**src/rtl/iob_axis_byte_packer_pkg.sv**
```systemverilog
// -----------------------------------------------------------------------------
// iob_axis_byte_packer_pkg
// Shared definitions for the RX byte packer:
//   - state_t        : packer FSM state encoding (S_RUN accepts bytes,
//                      S_HOLD waits for the frame status handshake)
//   - bytes_per_word : number of byte lanes in an output word
//   - lane_width     : width of the lane counter for a given word width
// -----------------------------------------------------------------------------
package iob_axis_byte_packer_pkg;

    typedef enum logic {
        S_RUN  = 1'b0,
        S_HOLD = 1'b1
    } state_t;

    function automatic int bytes_per_word(input int data_w);
        return data_w / 8;
    endfunction

    function automatic int lane_width(input int data_w);
        return (data_w / 8 > 1) ? $clog2(data_w / 8) : 1;
    endfunction

endpackage

```
**src/rtl/iob_axis_byte_packer_sat_counter.sv**
```systemverilog
// -----------------------------------------------------------------------------
// iob_sat_counter
// Saturating up-counter with synchronous clear, used for the per-frame byte
// and word counts of the packer.
// Ports:
//   clk_i   in  clock
//   cke_i   in  clock enable; the count holds when 0
//   rst_i   in  synchronous active-high reset
//   inc     in  increment request (ignored once the count is all-ones)
//   clr     in  clear; wins over inc, so the register restarts at 0
//   cnt_nxt out count including this cycle's increment (pre-clear value)
//   sat     out cnt_nxt has reached all-ones
// -----------------------------------------------------------------------------
module iob_sat_counter #(
    parameter int W = 8
) (
    input  logic         clk_i,
    input  logic         cke_i,
    input  logic         rst_i,
    input  logic         inc,
    input  logic         clr,
    output logic [W-1:0] cnt_nxt,
    output logic         sat
);

    logic [W-1:0] cnt_q;

    // NOTE: every signal written in always_comb gets a default first, so no
    // path through the block leaves it unassigned and a latch is never inferred.
    always_comb begin
        cnt_nxt = cnt_q;
        if (inc && (cnt_q != '1)) begin
            cnt_nxt = cnt_q + W'(1);
        end
    end

    assign sat = (cnt_nxt == '1);

    // NOTE: sequential state uses non-blocking assignments so every flop
    // samples the pre-edge values regardless of statement order.
    always_ff @(posedge clk_i) begin
        if (rst_i) begin
            cnt_q <= '0;
        end else if (cke_i) begin
            cnt_q <= clr ? '0 : cnt_nxt;
        end
    end

endmodule

```
**src/rtl/iob_axis_byte_packer.sv**
```systemverilog
// -----------------------------------------------------------------------------
// iob_axis_byte_packer
// Packs an 8-bit RX byte stream into AXI_DATA_W-bit AXIS words, zero-pads the
// last partial word of each frame and reports per-frame byte/word counts.
// Configuration macro: IOB_AXIS_BYTE_PACKER_BIG_ENDIAN_EN
//   defined   : byte k lands in bits [AXI_DATA_W-8k-1 -: 8] (network order)
//   undefined : byte k lands in bits [8k+7:8k] (little endian)
// Ports:
//   clk_i, cke_i, rst_i     clock, clock enable, synchronous active-high reset
//   rx_tdata_i/tvalid_i/tlast_i, rx_tready_o        byte input stream
//   axis_out_tdata_o/tvalid_o/tlast_o, axis_out_tready_i   packed word output
//   frame_valid_o, frame_ready_i                    frame status handshake
//   frame_bytes_o, frame_words_o, frame_err_o       completed frame status
// -----------------------------------------------------------------------------
module iob_axis_byte_packer
    import iob_axis_byte_packer_pkg::*;
#(
    parameter int AXI_DATA_W = 32,
    parameter int WLEN_W     = 12,
    parameter int BCNT_W     = 14
) (
    input  logic                  clk_i,
    input  logic                  cke_i,
    input  logic                  rst_i,
    input  logic [7:0]            rx_tdata_i,
    input  logic                  rx_tvalid_i,
    input  logic                  rx_tlast_i,
    output logic                  rx_tready_o,
    output logic [AXI_DATA_W-1:0] axis_out_tdata_o,
    output logic                  axis_out_tvalid_o,
    input  logic                  axis_out_tready_i,
    output logic                  axis_out_tlast_o,
    output logic                  frame_valid_o,
    input  logic                  frame_ready_i,
    output logic [BCNT_W-1:0]     frame_bytes_o,
    output logic [WLEN_W-1:0]     frame_words_o,
    output logic                  frame_err_o
);

    localparam int NB     = bytes_per_word(AXI_DATA_W);
    localparam int LANE_W = lane_width(AXI_DATA_W);
    localparam logic [LANE_W-1:0] LAST_LANE = LANE_W'(NB - 1);

    state_t                state_q;
    logic [LANE_W-1:0]     lane_q;
    logic [AXI_DATA_W-1:0] acc_q;
    logic [AXI_DATA_W-1:0] acc_nxt;
    logic                  accept;
    logic                  word_done;
    logic                  frame_end;
    logic [BCNT_W-1:0]     bytes_nxt;
    logic                  bytes_sat;
    logic [WLEN_W-1:0]     words_nxt;
    logic                  words_sat;

    // Back-pressure applies to every byte: a byte is only taken when a word
    // completed by it could load the output register on the same edge.
    assign rx_tready_o = (state_q == S_RUN) && (!axis_out_tvalid_o || axis_out_tready_i);
    assign accept      = rx_tvalid_i && rx_tready_o;
    assign frame_end   = accept && rx_tlast_i;
    assign word_done   = accept && ((lane_q == LAST_LANE) || rx_tlast_i);

    // Accumulator with the current byte merged into its lane. Lanes above the
    // current one are still zero, which gives the padding of a partial word.
    always_comb begin
        acc_nxt = acc_q;
`ifdef IOB_AXIS_BYTE_PACKER_BIG_ENDIAN_EN
        acc_nxt[AXI_DATA_W - 8 - 8 * int'(lane_q) +: 8] = rx_tdata_i;
`else
        acc_nxt[8 * int'(lane_q) +: 8] = rx_tdata_i;
`endif
    end

    always_ff @(posedge clk_i) begin
        if (rst_i) begin
            state_q           <= S_RUN;
            lane_q            <= '0;
            acc_q             <= '0;
            axis_out_tdata_o  <= '0;
            axis_out_tvalid_o <= 1'b0;
            axis_out_tlast_o  <= 1'b0;
            frame_valid_o     <= 1'b0;
            frame_bytes_o     <= '0;
            frame_words_o     <= '0;
            frame_err_o       <= 1'b0;
        end else if (cke_i) begin
            // Output register: word_done implies the register is free or
            // handshaking this cycle, so a load never overwrites a live word.
            if (word_done) begin
                axis_out_tdata_o  <= acc_nxt;
                axis_out_tvalid_o <= 1'b1;
                axis_out_tlast_o  <= rx_tlast_i;
            end else if (axis_out_tready_i) begin
                axis_out_tvalid_o <= 1'b0;
            end

            if (accept) begin
                if (word_done) begin
                    lane_q <= '0;
                    acc_q  <= '0;
                end else begin
                    lane_q <= lane_q + LANE_W'(1);
                    acc_q  <= acc_nxt;
                end
            end

            case (state_q)
                S_RUN: begin
                    if (frame_end) begin
                        state_q       <= S_HOLD;
                        frame_valid_o <= 1'b1;
                        frame_bytes_o <= bytes_nxt;
                        frame_words_o <= words_nxt;
                        frame_err_o   <= bytes_sat || words_sat;
                    end
                end
                S_HOLD: begin
                    if (frame_ready_i) begin
                        state_q       <= S_RUN;
                        frame_valid_o <= 1'b0;
                    end
                end
                default: state_q <= S_RUN;
            endcase
        end
    end

    iob_sat_counter #(.W(BCNT_W)) u_byte_cnt (
        .clk_i   (clk_i),
        .cke_i   (cke_i),
        .rst_i   (rst_i),
        .inc     (accept),
        .clr     (frame_end),
        .cnt_nxt (bytes_nxt),
        .sat     (bytes_sat)
    );

    iob_sat_counter #(.W(WLEN_W)) u_word_cnt (
        .clk_i   (clk_i),
        .cke_i   (cke_i),
        .rst_i   (rst_i),
        .inc     (word_done),
        .clr     (frame_end),
        .cnt_nxt (words_nxt),
        .sat     (words_sat)
    );

endmodule
```
**config.mk**
```make
export PLATFORM = sky130hd
export DESIGN_NAME = iob_axis_byte_packer
export DESIGN_NICKNAME = d
export VERILOG_FILES = /design/src/rtl/iob_axis_byte_packer_pkg.sv /design/src/rtl/iob_axis_byte_packer_sat_counter.sv /design/src/rtl/iob_axis_byte_packer.sv
export SDC_FILE = /design/constraint.sdc
export NUM_CORES = 1
export LEC_CHECK = 0
export BUFFER_PORTS_ARGS = -buffer_cell sky130_fd_sc_hd__buf_2
export CAP_MARGIN = 20
export CORE_UTILIZATION = 63
export CTS_BUF_LIST = sky130_fd_sc_hd__clkbuf_16
export DETAILED_ROUTE_END_ITERATION = 8
export PLACE_DENSITY = 0.91
export SYNTH_ARGS = -nofsm -noshare
export SYNTH_HDL_FRONTEND = slang
export SYNTH_HIERARCHICAL = 1
export SYNTH_SLANG_ARGS = --single-unit
```
**constraint.sdc**
```tcl
create_clock -name clk_i -period 7 [get_ports clk_i]
set_input_delay 0.7 -clock clk_i [delete_from_list [all_inputs] [get_ports clk_i]]
set_output_delay 0.7 -clock clk_i [all_outputs]
set_load 0.01 [all_outputs]
```
Yosys cells after proc, flatten, opt, wreduce, memory -nomap -nowiden --
Cells that the tools add are included.
Word-level totals: input port bits 15, output and inout port bits 63, word-level logic and storage cells 57, flip-flop bits (word level) 123
Cells by class: $add $sub $neg 4, muxes and demuxes 15, reduce and logical (&&, ||, !) cells 16, shifts and indexed selects 2, eq/ne operators 7, bitwise logic cells 1
Operators with widths (count):
- 5-bit negation with 33-bit output | 1
- 8-bit by 33-bit variable shift with 32-bit output, first input constant | 1
- 8-bit by 33-bit indexed part select with 32-bit output | 1
- 32-bit bitwise mux | 1
- 32-bit 2-to-1 mux | 1
- 14-bit 2-to-1 mux | 2
- 12-bit 2-to-1 mux | 2
- 14-bit by 1-bit adder with 14-bit output, second input constant | 1
- 14-bit == test, second input constant | 1
- 14-bit inequality test, second input constant | 1
- 12-bit by 1-bit adder with 12-bit output, second input constant | 1
- 12-bit == test, second input constant | 1
- 12-bit inequality test, second input constant | 1
- 1-bit logical AND | 6
- 1-bit 2-to-1 mux | 6
- 2-bit AND reduction | 3
- 3-bit AND reduction | 2
- 1-bit case mux with 2 select lines | 2
- 1-bit logical OR | 3
- 2-bit by 1-bit adder with 2-bit output, second input constant | 1
- 2-bit == test, second input constant | 1
- 2-bit 2-to-1 mux | 1
- 2-bit by 1-bit inequality test with 1-bit output, second input constant | 1
- 2-bit inequality test, second input constant | 1
- 3 further kinds | 3

Logic depth before layout (Yosys ltp) --
Gate-level depths: netlist of run 1.
word-level depth 9, gate-level depth with buffers 13, gate-level depth less buffers 10

Cells and area by module --
Netlist of run 1, hierarchy kept.
By module, submodules not included:
- iob_axis_byte_packer | cells each 481, seq. area each 1941.9 µm², area an instance 4650.7 µm², instances 1
- iob_sat_counter at u_byte_cnt | cells each 136, seq. area each 280.3 µm², area an instance 1001.0 µm², instances 1
- iob_sat_counter at u_word_cnt | cells each 111, seq. area each 240.2 µm², area an instance 924.6 µm², instances 1

Worst setup path after synthesis of run 1 --
OpenSTA, ideal clock, no wires.
kind input -> register, start point input rx_tvalid_i, end point register frame_err_o, slack 4148 ps, arrival time 2765 ps, required time 6913 ps, stages on the path 13, setup time 87 ps, buffers on the path 4, path through nor2b_1 -> buf_2 -> buf_2 -> buf_2 -> and3_1 -> and4_1 -> buf_4 -> nand3_4 -> mux2i_4 -> nand4_1 -> nor4_2 -> nor2_1 -> a211oi_1
Between the ends: word-level cells in the longest chain between the ends 6, elaborated cells on any way between the ends 11, classes of those cells 2 x eq/ne; 2 x mux; 7 x reduce/logical
Ends and longest elaborated chain:
- start: declaration | RTL line iob_axis_byte_packer.sv:26 | input logic rx_tvalid_i,
- 1-bit logical AND | RTL line iob_axis_byte_packer.sv:59 | assign accept = rx_tvalid_i && rx_tready_o;
- 1-bit logical AND | RTL line iob_axis_byte_packer.sv:61 | assign word_done = accept && ((lane_q == LAST_LANE) || rx_tlast_i);
- net word_done | RTL line iob_axis_byte_packer.sv:49 | logic word_done;
- 1-bit logical AND | RTL line iob_axis_byte_packer_sat_counter.sv:32 | if (inc && (cnt_q != '1)) begin
- 12-bit 2-to-1 mux | RTL line iob_axis_byte_packer_sat_counter.sv:32
- net words_nxt[11] | RTL line iob_axis_byte_packer.sv:53 | logic [WLEN_W-1:0] words_nxt;
- 12-bit == test | RTL line iob_axis_byte_packer_sat_counter.sv:37 | assign sat = (cnt_nxt == '1);
- net words_sat | RTL line iob_axis_byte_packer.sv:54 | logic words_sat;
- 1-bit logical OR | RTL line iob_axis_byte_packer.sv:114 | frame_err_o <= bytes_sat || words_sat;
- end signal: assignment | RTL line iob_axis_byte_packer.sv:114
- end: declaration | RTL line iob_axis_byte_packer.sv:37 | output logic frame_err_o
The timed path passes the listed nets, and every way through them passes these cells. A chain may end at the register's enable or synchronous reset.

Worst setup path in the final report of run 1 --
start point register state_q, end point register frame_err_o
Between the ends: word-level cells in the longest chain between the ends 8, elaborated cells on any way between the ends 13, classes of those cells 2 x eq/ne; 2 x mux; 1 x bitwise; 8 x reduce/logical
Ends and longest elaborated chain:
- start: declaration | RTL line iob_axis_byte_packer.sv:44 | state_t state_q;
- start signal: assignment | RTL line iob_axis_byte_packer.sv:76 | state_q <= S_RUN;
- start signal: assignment | RTL line iob_axis_byte_packer.sv:110 | state_q <= S_HOLD;
- start signal: assignment | RTL line iob_axis_byte_packer.sv:119 | state_q <= S_RUN;
- 1-bit inverter
- 1-bit logical AND | RTL line iob_axis_byte_packer.sv:58 | assign rx_tready_o = (state_q == S_RUN) && (!axis_out_tvalid_o || axis_out_tready_i);
- 1-bit logical AND | RTL line iob_axis_byte_packer.sv:59
- 1-bit logical AND | RTL line iob_axis_byte_packer.sv:61
- net word_done | RTL line iob_axis_byte_packer.sv:49
- 1-bit logical AND | RTL line iob_axis_byte_packer_sat_counter.sv:32
- 12-bit 2-to-1 mux | RTL line iob_axis_byte_packer_sat_counter.sv:32
- net words_nxt[7] | RTL line iob_axis_byte_packer.sv:53
- 12-bit == test | RTL line iob_axis_byte_packer_sat_counter.sv:37
- net words_sat | RTL line iob_axis_byte_packer.sv:54
- 1-bit logical OR | RTL line iob_axis_byte_packer.sv:114
The timed path passes the listed nets, and every way through them passes these cells.

==> results of run 1 <==
critical path: cells and delay by family (launching register included):
kind / cells / cell delay (ps)
AO/OA/AOI/OAI: 3 / 530
XOR/XNOR: 1 / 280
buffers and inverters: 1 / 610
flip-flops: 1 / 380
AND/OR/NAND/NOR: 5 / 1290
per-layer routing:
| metal | track usage (%) | part of all wire, % | vias to the layer above |
|---|---|---|---|
| met5 | 0 | 0 | - |
| met4 | 11.8 | 2.3 | 0 |
| met3 | 7.33 | 8.5 | 44 |
| met2 | 53.8 | 47 | 335 |
| met1 | 43.3 | 42 | 2886 |
| li1 | - | - | 2811 |
final cells by class:
type                            count  area share, %
Clock inverter                     15          0.940
Multi-Input combinational cell    520           50.8
Inverter                            9          0.462
Tap cell                          133           2.27
Clock buffer                       17           5.81
Timing Repair Buffer               84           6.02
Sequential cell                   123           33.6
cell usage in the layout (no fill, tap or decap), types with 4 or more instances in the layout:
cell,synthesis,final
inv_1,9,12
o21a_1,6,6
a311oi_2,21,21
and4_1,8,8
and2_1,4,4
o2111ai_1,4,4
a32o_1,22,22
clkinv_1,0,6
nor3_1,5,5
dfxtp_1,123,123
mux2i_1,4,4
o31ai_1,29,29
mux2_2,4,4
a31oi_1,38,38
buf_4,5,8
o2bb2ai_1,10,10
clkinv_2,0,4
nand2_1,22,22
buf_2,23,76
o21ai_0,4,4
xnor2_1,7,7
a21oi_1,63,63
nor2_1,37,37
a211oi_2,9,9
nand2b_1,26,25
and3_1,7,7
ha_1,8,8
nor2b_1,58,56
nand4_1,39,39
nand3_1,34,34
clkbuf_16,0,17
Yosys cell counts, types with 9 or more instances:
| master | instances | area share, % |
|---|---|---|
| nand2b_1 | 26 | 2.5 |
| inv_1 | 9 | 0.51 |
| o31ai_1 | 29 | 3.3 |
| nand3_1 | 34 | 2.6 |
| nand2_1 | 22 | 1.3 |
| a21oi_1 | 63 | 4.8 |
| dfxtp_1 | 123 | 37 |
| nor2b_1 | 58 | 5.5 |
| o2bb2ai_1 | 10 | 1.3 |
| a32o_1 | 22 | 3.3 |
| a211oi_2 | 9 | 1.7 |
| a311oi_2 | 21 | 4.8 |
| a31oi_1 | 38 | 3.6 |
| buf_2 | 23 | 1.8 |
| clkbuf_1 | 38 | 2.2 |
| nand4_1 | 39 | 3.7 |
| nor2_1 | 37 | 2.1 |
through the flow:
step                      power [mW]  setup WS [ps]  utilization, %  area, um2  cells
after floorplan                0.843           4150               -       6580    728
after global placement         0.878           3600            68.4       6810    868
after detailed placement       0.885           3430            68.4       6810    868
after CTS                       1.61           3870            73.4       7300    900
after global routing            1.66           3540            73.5       7320    901
final                           1.62           3770            73.5       7320    901
logic make-up (layout without fill, tap and decap cells):
logic type | Yosys count | count (layout) | synth area share [%]
XOR/XNOR | 9 | 9 | 1.20
adder cells (fa/ha/maj) | 8 | 8 | 1.52
multiplexers | 10 | 10 | 1.86
AO/OA/AOI/OAI | 229 | 229 | 27.5
buffers and inverters | 85 | 125 | 6.26
AND/OR/NAND/NOR | 264 | 264 | 24.2
flip-flops | 123 | 123 | 37.4
power groups by stage:
stage | clock, mW | combinational [mW] | sequential, mW
after floorplan | 0 | 0.101 | 0.742
after global placement | 0 | 0.139 | 0.739
after detailed placement | 0 | 0.146 | 0.739
after CTS | 0.739 | 0.147 | 0.725
after global routing | 0.773 | 0.161 | 0.726
final | 0.740 | 0.151 | 0.725
flip-flops by register name (all words and copies together), names as in the netlist, 2 cells and up:
| register | flops |
|---|---|
| acc_q | 32 |
| lane_q | 2 |
| frame_words_o | 12 |
| u_word_cnt/cnt_q | 12 |
| axis_out_tdata_o | 32 |
| u_byte_cnt/cnt_q | 14 |
| frame_bytes_o | 14 |
worst paths after layout:
check           endpoint  depth (start not counted)  slack, ps
max          frame_err_o                         10       3770
min             acc_q[4]                          1        450
max reg2reg  frame_err_o                         10       3770
min reg2reg     acc_q[4]                          1        450
==> metrics.cfg, run 1 <==
[synthesis]
syn_inst=728
ys_ff_latch=123
synthesis.area_um2=6580
synth_cell_type_count=67
synth_nets=751
postSynthAreaPerCell_um2=9.03
yosys_warnings=6
async_flop_share_pct=0
seq_area_frac_synth_pct=37.4
synth_ff_type=dfxtp_1
synth_edf_count=0

[routing]
routed_wl_um=17800
drc=0
vias=6076
drtAntennaViolNets=0
wl_per_cell_um=19.8
vias_per_cell=6.74
drt-initial-drc-count=494
drtPass1Iterations=7

[die]
die_area_um2=10900
start_util_pct=66.1
die_h_um=104
die_x_um=104
io_pins=78
num_rows=36
core-area_um2=9950

[clock_tree]
cts_buffer_depth=2
cts_root_buf=clkbuf_16
cts_tree=built
clk_pin_slew_ps=50
cts_hold_buf=0
cts_buffers=17
cts_resized=0
clk_latency_ps=420
htreeDepth=4
cts.sinks=123
postCtsSetupBuffers=0

[critical_path]
cp_slowest_cell=buf_4
cpMostUsedCell=o211ai_1
critical_path_class=flip-flop to flip-flop
critPathMaxFanout=72
cp-start-kind=flip-flop
arrival_ps=3560
crit_path_end_kind=flip-flop
r2r_start=state_q
crit_required_ps=7330
slowest_delay_ps=610
crit_chain=nor2b_4, buf_4, and3_1, and4_1, o211ai_1, xnor2_1, o211ai_1, nor4_2, nor2_1, a211oi_1
startpoint=state_q

[global_route]
grt_max_degree=73
track_usage_pct=33.1
gr-total-overflow=0
grt_pass1_wl_um=29200
antenna_found_initial=0
grt_pass1_vias=5843

[placed_design]
dp_hpwl_um=11000
gp_congestion=0.915
numPortBuffers=77

[timing]
period_share_pct=46.1
max_freq_mhz=310
final.min_clock_period_ps=3230
max_slew_margin_pct=22.9
tightest_slew_ps=1160
finalSetupViolations=0
hold_viol_final=0
finalSetupTns_ps=0
drv_slew=0
grt_setup_unrepaired=no
skew_ps=8.39
hold_slack_ps=454

[power]
p_switching_mw=0.420
p_comb_share_pct=9.3
switching_share_pct=26.0
clockPowerShare_pct=45.8
intPower_mw=1.20
share_seq_of_total_power_pct=44.9
p_leak_nw=2.55
vdd_ir_drop_max_uv=189
power_density_nw_per_um2=221

[final_layout]
layout-drive-gt1-share_pct=21.1
fill_cells=715
multiInputGateArea_um2=3720
area_growth_pct=11.3
n_antenna_cell=0
regArea_um2=2460
fin_nets=778

[run]
drv_cap=0

[min_path]
hold_class=flip-flop to flip-flop
hold_path_startpoint=acc_q[4]

[outcome]
outcome=completed

(Power assumes the default switching activity.)
==> run 2, diff against run 1 <==
--- a/config.mk
+++ b/config.mk
@@ -5,12 +5,13 @@
 export SDC_FILE = /design/constraint.sdc
 export NUM_CORES = 1
 export LEC_CHECK = 0
+export ABC_AREA = 1
 export BUFFER_PORTS_ARGS = -buffer_cell sky130_fd_sc_hd__buf_2
 export CAP_MARGIN = 20
-export CORE_UTILIZATION = 63
+export CORE_UTILIZATION = 53
 export CTS_BUF_LIST = sky130_fd_sc_hd__clkbuf_16
 export DETAILED_ROUTE_END_ITERATION = 8
-export PLACE_DENSITY = 0.91
+export PLACE_DENSITY = 0.82
 export SYNTH_ARGS = -nofsm -noshare
 export SYNTH_HDL_FRONTEND = slang
 export SYNTH_HIERARCHICAL = 1
==> constraint.sdc (replaced) <==
create_clock -name clk_i -period 2.7 [get_ports clk_i]
set_input_delay 0.27 -clock clk_i [delete_from_list [all_inputs] [get_ports clk_i]]
set_output_delay 0.27 -clock clk_i [all_outputs]
set_load 0.01 [all_outputs]
==> metrics.cfg, run 2 <==
[outcome]
outcome=completed  ; unchanged

[die]
start_util_pct=55.5  ; was 66.1%
num_rows=40  ; was 36
core-area_um2=12200  ; was 9950 um2
die_h_um=115  ; was 104 um
die_area_um2=13200  ; was 10900 um2
io_pins=78  ; unchanged
die_x_um=115  ; was 104 um

[routing]
drc=0  ; unchanged
drtPass1Iterations=6  ; was 7
routed_wl_um=15800  ; was 17800 um
wl_per_cell_um=11.7  ; was 19.8 um
vias_per_cell=4.95  ; was 6.74
drt-initial-drc-count=443  ; was 494
vias=6644  ; was 6076
drtAntennaViolNets=0  ; unchanged

[timing]
period_share_pct=85.7  ; was 46.1%
tightest_slew_ps=677  ; was 1160 ps
max_freq_mhz=432  ; was 310 MHz
hold_slack_ps=185  ; was 454 ps
grt_setup_unrepaired=no  ; unchanged
max_slew_margin_pct=54.9  ; was 22.9%
hold_viol_final=0  ; unchanged
final.min_clock_period_ps=2310  ; was 3230 ps
skew_ps=8.03  ; was 8.39 ps
drv_slew=0  ; unchanged
finalSetupTns_ps=0  ; unchanged
finalSetupViolations=0  ; unchanged
layout_setup_ws_ps=387  ; was 3770 ps

[critical_path]
crit_required_ps=3060  ; was 7330 ps
slowest_delay_ps=350  ; was 610 ps
cp_slowest_cell=dfxtp_1  ; was buf_4
crit_chain=ha_1, nor2_1, nor2_1, buf_4, nand2_1, inv_1, nand2_1, nand2_1, nand2_1, nand2_1, nor2_1, nand3_1, nor2_1, nor2_1, nand2_1, nand2_1, nor2_1  ; was nor2b_4, buf_4, and3_1, and4_1, o211ai_1, xnor2_1, o211ai_1, nor4_2, nor2_1, a211oi_1
crit_path_end_kind=flip-flop  ; unchanged
critPathMaxFanout=5  ; was 72
arrival_ps=2670  ; was 3560 ps
critical_path_class=flip-flop to flip-flop  ; unchanged
cpMostUsedCell=nand2_1  ; was o211ai_1
startpoint=lane_q[1]  ; was state_q
r2r_start=lane_q[1]  ; was state_q
cp-start-kind=flip-flop  ; unchanged

[synthesis]
seq_area_frac_synth_pct=36.3  ; was 37.4%
postSynthAreaPerCell_um2=6.16  ; was 9.03 um2
ys_ff_latch=123  ; unchanged
synthesis.area_um2=6780  ; was 6580 um2
synthMostInstantiatedCell=nand2_1  ; was dfxtp_1
async_flop_share_pct=0  ; unchanged
yosysTopAreaCell=dfxtp_1  ; unchanged
synth_top_area_share_pct=36.3  ; was 37.4%
synth_cell_type_count=32  ; was 67
synth_area_leaders=dfxtp_1, nand2_1, nor2_1, inv_1, a21oi_1  ; was dfxtp_1, nor2b_1, a21oi_1, a311oi_2, nand4_1
synth_nets=1122  ; was 751
syn_inst=1099  ; was 728
synth_ff_type=dfxtp_1  ; unchanged
synth_edf_count=0  ; unchanged
yosys_warnings=6  ; unchanged
netlist_top_cells_count=nand2_1, nor2_1, inv_1  ; was dfxtp_1, a21oi_1, nor2b_1

[clock_tree]
cts_root_buf=clkbuf_16  ; unchanged
cts_tree=built  ; unchanged
clk_latency_ps=420  ; about the same
cts.sinks=123  ; unchanged
cts_buffers=17  ; unchanged
cts_resized=0  ; unchanged
clk_pin_slew_ps=50  ; about the same
cts_hold_buf=0  ; unchanged
htreeDepth=4  ; unchanged
postCtsSetupBuffers=0  ; unchanged
cts_buffer_depth=2  ; unchanged

[placed_design]
gp_congestion=0.944  ; was 0.915
placedCellCount=1309  ; was 868
place_worst_setup_slack_ps=442  ; was 3430 ps
dp_hpwl_um=10700  ; was 11000 um
numPortBuffers=77  ; unchanged

[run]
drv_cap=0  ; unchanged

[global_route]
track_usage_pct=25.2  ; was 33.1%
antenna_found_initial=1  ; was 0
use_met3_pct=6.01  ; was 7.33%
met1_usage_pct=31.9  ; was 43.3%
grt_pass1_vias=5854  ; was 5843
gr-total-overflow=0  ; unchanged
grt_max_degree=65  ; was 73
grt_most_used_layer=met2  ; unchanged
grt_pass1_wl_um=26400  ; was 29200 um
met2_usage_pct=40.8  ; was 53.8%

[power]
fin_total_pwr_mw=4.45  ; was 1.62 mW
vdd_ir_drop_max_uv=425  ; was 189 uV
p_leak_nw=3.52  ; was 2.55 nW
power_density_nw_per_um2=576  ; was 221 nW/um2

[final_layout]
fin_nets=1183  ; was 778
regArea_um2=2460  ; unchanged
fill_cells=1166  ; was 715
final_common_cell=nand2_1  ; was dfxtp_1
reg_top3=acc_q: 32 flops, axis_out_tdata_o: 32 flops  ; unchanged
instances_no_fill=1342  ; was 901
mostFrequentLayoutCells=nand2_1, nor2_1, inv_1, dfxtp_1, buf_2  ; was dfxtp_1, buf_2, a21oi_1, nor2b_1, nand4_1
area_growth_pct=14.1  ; was 11.3%
layout-drive-gt1-share_pct=14.3  ; was 21.1%
multiInputGateArea_um2=3510  ; was 3720 um2

[min_path]
hold_class=primary input to flip-flop  ; was flip-flop to flip-flop
hold_path_startpoint=frame_ready_i  ; was acc_q[4]

## run 2: changes by cell type after synthesis, moves of 21 or more
cell	previous run	this run
nor2_1	37	209
nand3_1	34	58
o31ai_1	29	0
nand4_1	39	9
inv_1	9	129
a32o_1	22	0
nand2b_1	26	0
clkbuf_1	38	14
nor2b_1	58	0
a311oi_2	21	0
nand2_1	22	372
a31oi_1	38	0
## run 2: path summary, 6_finish.rpt
check	to	slack (ps)	cells past startpoint
max reg2reg	frame_err_o	390	17
min	frame_valid_o	180	4
min reg2reg	acc_q[28]	460	2
max	frame_err_o	390	17
## run 2: final cells by class
type	instances	share of cell area, %
Clock buffer	17	5.50
Timing Repair Buffer	86	6.02
Tap cell	168	2.72
Multi-Input combinational cell	788	45.4
Sequential cell	123	31.8
Antenna cell	1	0.0324
Inverter	144	7.05
Clock inverter	15	1.44
## run 2: cell families (layout without fill, tap and decap cells)
logic type	count (synthesis)	in the layout	synth area share, %
other	0	1	0
buffers and inverters	188	262	11.9
and+or+nand+nor	691	691	42.7
xor gates and xnor gates	3	3	0.388
AOI/OAI and AO/OA	86	86	7.15
DFF	123	123	36.3
adders and majority gates	8	8	1.48
## run 2: power by group
part | leakage (nW) | internal (mW) | switching (mW) | total, mW
Combinational | 2.25 | 0.152 | 0.313 | 0.465
Clock | 0.265 | 1.24 | 0.827 | 2.07
Sequential | 0.999 | 1.88 | 0.0391 | 1.92
## run 2: routing by layer
layer | part of all wire, % | routed length [um]
met5 | 0 | 0
met4 | 1.8 | 289
met3 | 5.9 | 936
met2 | 46 | 7230
met1 | 46 | 7310
## run 2: worst max-delay path: cells and delay by family, from the launching register on
kind	cells	cell delay (ps)
and+or+nand+nor	14	1440
buffers and inverters	2	270
adders and majority gates	1	200
DFF	1	350
## run 2: stage by stage
step | util [%] | area (um2)
finish | 63.3 | 7730
global route | 63.3 | 7730
CTS | 63.3 | 7730
detailed placement | 58.9 | 7190
global placement | 58.9 | 7190
floorplan | - | 6780
==> run 3, diff against run 2 <==
--- a/config.mk
+++ b/config.mk
@@ -8,11 +8,10 @@
 export ABC_AREA = 1
 export BUFFER_PORTS_ARGS = -buffer_cell sky130_fd_sc_hd__buf_2
 export CAP_MARGIN = 20
-export CORE_UTILIZATION = 53
+export CORE_UTILIZATION = 52
 export CTS_BUF_LIST = sky130_fd_sc_hd__clkbuf_16
 export DETAILED_ROUTE_END_ITERATION = 8
 export PLACE_DENSITY = 0.82
 export SYNTH_ARGS = -nofsm -noshare
 export SYNTH_HDL_FRONTEND = slang
-export SYNTH_HIERARCHICAL = 1
 export SYNTH_SLANG_ARGS = --single-unit
==> metrics.cfg, run 3 <==
[clock_tree]
cts_tree=built  ; unchanged
clk_pin_slew_ps=50  ; about the same
cts_hold_buf=0  ; unchanged
htreeDepth=4  ; unchanged
cts_resized=0  ; unchanged
clk_latency_ps=420  ; about the same
cts.sinks=123  ; unchanged
cts_buffers=17  ; unchanged
cts_buffer_depth=2  ; unchanged
cts_root_buf=clkbuf_16  ; unchanged
postCtsSetupBuffers=0  ; unchanged

[final_layout]
n_antenna_cell=0  ; was 1
design_area_um2=7070  ; was 7730 um2
fill_cells=980  ; was 1166
reg_top3=acc_q: 32 flops, axis_out_tdata_o: 32 flops  ; unchanged
layout-drive-gt1-share_pct=15.4  ; was 14.3%
mostFrequentLayoutCells=nand2_1, dfxtp_1, nor2_1, inv_1, buf_2  ; was nand2_1, nor2_1, inv_1, dfxtp_1, buf_2
final_common_cell=nand2_1  ; unchanged
instances_no_fill=1119  ; was 1342
area_growth_pct=18.1  ; was 14.1%
fin_nets=988  ; was 1183

[global_route]
grt_max_degree=87  ; was 65
grt_pass1_vias=5214  ; was 5854
track_usage_pct=26.7  ; was 25.2%
use_met3_pct=7.23  ; was 6.01%
antenna_found_initial=0  ; was 1
met2_usage_pct=41.2  ; was 40.8%
grt_pass1_wl_um=24600  ; was 26400 um
met1_usage_pct=35.1  ; was 31.9%
gr-total-overflow=0  ; unchanged
grt_most_used_layer=met2  ; unchanged

[min_path]
hold_path_startpoint=frame_ready_i  ; unchanged
hold_class=primary input to flip-flop  ; unchanged

[placed_design]
postPlaceCellArea_um2=6450  ; was 7190 um2
place_worst_setup_slack_ps=539  ; was 442 ps
numPortBuffers=77  ; unchanged
gp_congestion=0.928  ; was 0.944
placedCellCount=1087  ; was 1309
dp_hpwl_um=9970  ; was 10700 um

[critical_path]
critPathTopFamily=simple AND/OR/NAND/NOR gates  ; unchanged
cp_slowest_cell=dfxtp_1  ; unchanged
critical_path_class=flip-flop to flip-flop  ; unchanged
critPathBufInv=2  ; unchanged
critPathMaxFanout=12  ; was 5
cp-start-kind=flip-flop  ; unchanged
slowest_delay_ps=470  ; was 350 ps
cpMostUsedCell=nand2_1  ; unchanged
arrival_ps=2540  ; was 2670 ps
r2r_start=lane_q[0]  ; was lane_q[1]
crit_chain=ha_1, nor2_1, nor2_4, nand2_4, inv_1, nand2_1, o21ai_2, nand2_1, nor2_2, nand2_1, nand3_1, nand2_1, inv_1  ; was ha_1, nor2_1, nor2_1, buf_4, nand2_1, inv_1, nand2_1, nand2_1, nand2_1, nand2_1, nor2_1, nand3_1, nor2_1, nor2_1, nand2_1, nand2_1, nor2_1
crit_path_end_kind=flip-flop  ; unchanged
crit_required_ps=3070  ; was 3060 ps
startpoint=lane_q[0]  ; was lane_q[1]

[power]
vdd_ir_drop_max_uv=700  ; was 425 uV
p_leak_nw=3.02  ; was 3.52 nW
power_density_nw_per_um2=664  ; was 576 nW/um2

[synthesis]
synth_nets=921  ; was 1122
async_flop_share_pct=0  ; unchanged
synthesis.area_um2=5990  ; was 6780 um2
yosysTopAreaCell=dfxtp_1  ; unchanged
synthMostInstantiatedCell=nand2_1  ; unchanged
netlist_top_cells_count=nand2_1, dfxtp_1, nor2_1  ; was nand2_1, nor2_1, inv_1
synth_ff_type=dfxtp_1  ; unchanged
synth_top_area_share_pct=41.1  ; was 36.3%
seq_area_frac_synth_pct=41.1  ; was 36.3%
synth_edf_count=0  ; unchanged
synth_cell_type_count=37  ; was 32
syn_inst=899  ; was 1099
postSynthAreaPerCell_um2=6.66  ; was 6.16 um2
yosys_warnings=0  ; was 6
ys_ff_latch=123  ; unchanged
synth_area_leaders=dfxtp_1, nand2_1, nor2_1, a21oi_1, inv_1  ; was dfxtp_1, nand2_1, nor2_1, inv_1, a21oi_1

[timing]
hold_viol_final=0  ; unchanged
max_slew_margin_pct=38.9  ; was 54.9%
tightest_slew_ps=916  ; was 677 ps
finalSetupViolations=0  ; unchanged
layout_setup_ws_ps=525  ; was 387 ps
finalSetupTns_ps=0  ; unchanged
period_share_pct=80.6  ; was 85.7%
max_freq_mhz=460  ; was 432 MHz
final.min_clock_period_ps=2180  ; was 2310 ps
grt_setup_unrepaired=no  ; unchanged
skew_ps=7.15  ; was 8.03 ps
drv_slew=0  ; unchanged

[die]
die_area_um2=11900  ; was 13200 um2
io_pins=78  ; unchanged
die_x_um=109  ; was 115 um
core-area_um2=11000  ; was 12200 um2
die_h_um=109  ; was 115 um
num_rows=38  ; was 40
start_util_pct=54.3  ; was 55.5%

[routing]
vias_per_cell=5.33  ; was 4.95
drtPass1Iterations=5  ; was 6
drtAntennaViolNets=0  ; unchanged
drt-initial-drc-count=468  ; was 443
wl_per_cell_um=13.5  ; was 11.7 um
routed_wl_um=15100  ; was 15800 um
vias=5962  ; was 6644
drc=0  ; unchanged

[outcome]
outcome=completed  ; unchanged

[run]
drv_cap=0  ; unchanged

-- run 3: changes by cell type in the layout (fill, tap and decap cells not counted), sizes merged, moves of 5 or more --
cell    previous run  this run
o21bai            15         1
o211ai             0         5
nand3             61        45
o22ai              1        24
inv              145       100
o21ai              5        61
a21oi             65        76
nor2             222       123
nand2            391       274
-- run 3: per-layer routing --
layer / wire (um) / up-vias
met5: 0 / -
met4: 327 / 0
met3: 1080 / 29
met2: 7040 / 235
met1: 6690 / 2697
li1: - / 3001
-- run 3: area by class of cell --
class	instances	area [um2]	share of cell area [%]
clock buffer	17	425	6.01
tap	140	175	2.48
inverter	101	382	5.40
multi-input combinational	636	2960	41.8
clock inverter	15	196	2.78
sequential	123	2460	34.8
timing repair buffer	87	473	6.69
-- run 3: power breakdown --
part	switching (mW)	internal (mW)
Clock	0.849	1.54
Sequential	0.0374	1.87
Combinational	0.267	0.126
Total	1.15	3.54
-- run 3: path summary, 6_finish.rpt --
check,to,slack (ps),depth (start not counted)
setup / recovery,frame_err_o,520,13
hold / removal,state_q,180,4
setup reg to reg,frame_err_o,520,13
hold reg to reg,frame_valid_o,460,1
-- run 3: worst min-delay path, cell delays in order --
cell and delay, ps:
buf_2 80, nand2_1 80, nand2_1 70, a21oi_1 50
-- run 3: cells by family after synthesis --
group | after synthesis | share of synthesized area, %
xor+xnor | 7 | 1.02
fa+ha+maj | 7 | 1.46
buf+inv | 140 | 9.46
simple gates | 451 | 31.7
compound gates | 171 | 15.2
flops | 123 | 41.1
-- run 3: through the flow --
stage               hold slack [ps]  power [mW]  utilization, %
floorplan                       429        2.21               -
global route                    190        4.87            64.1
CTS                             173        4.73            64.1
finish                          181        4.70            64.1
global placement                452        2.33            58.5
detailed placement              452        2.34            58.5
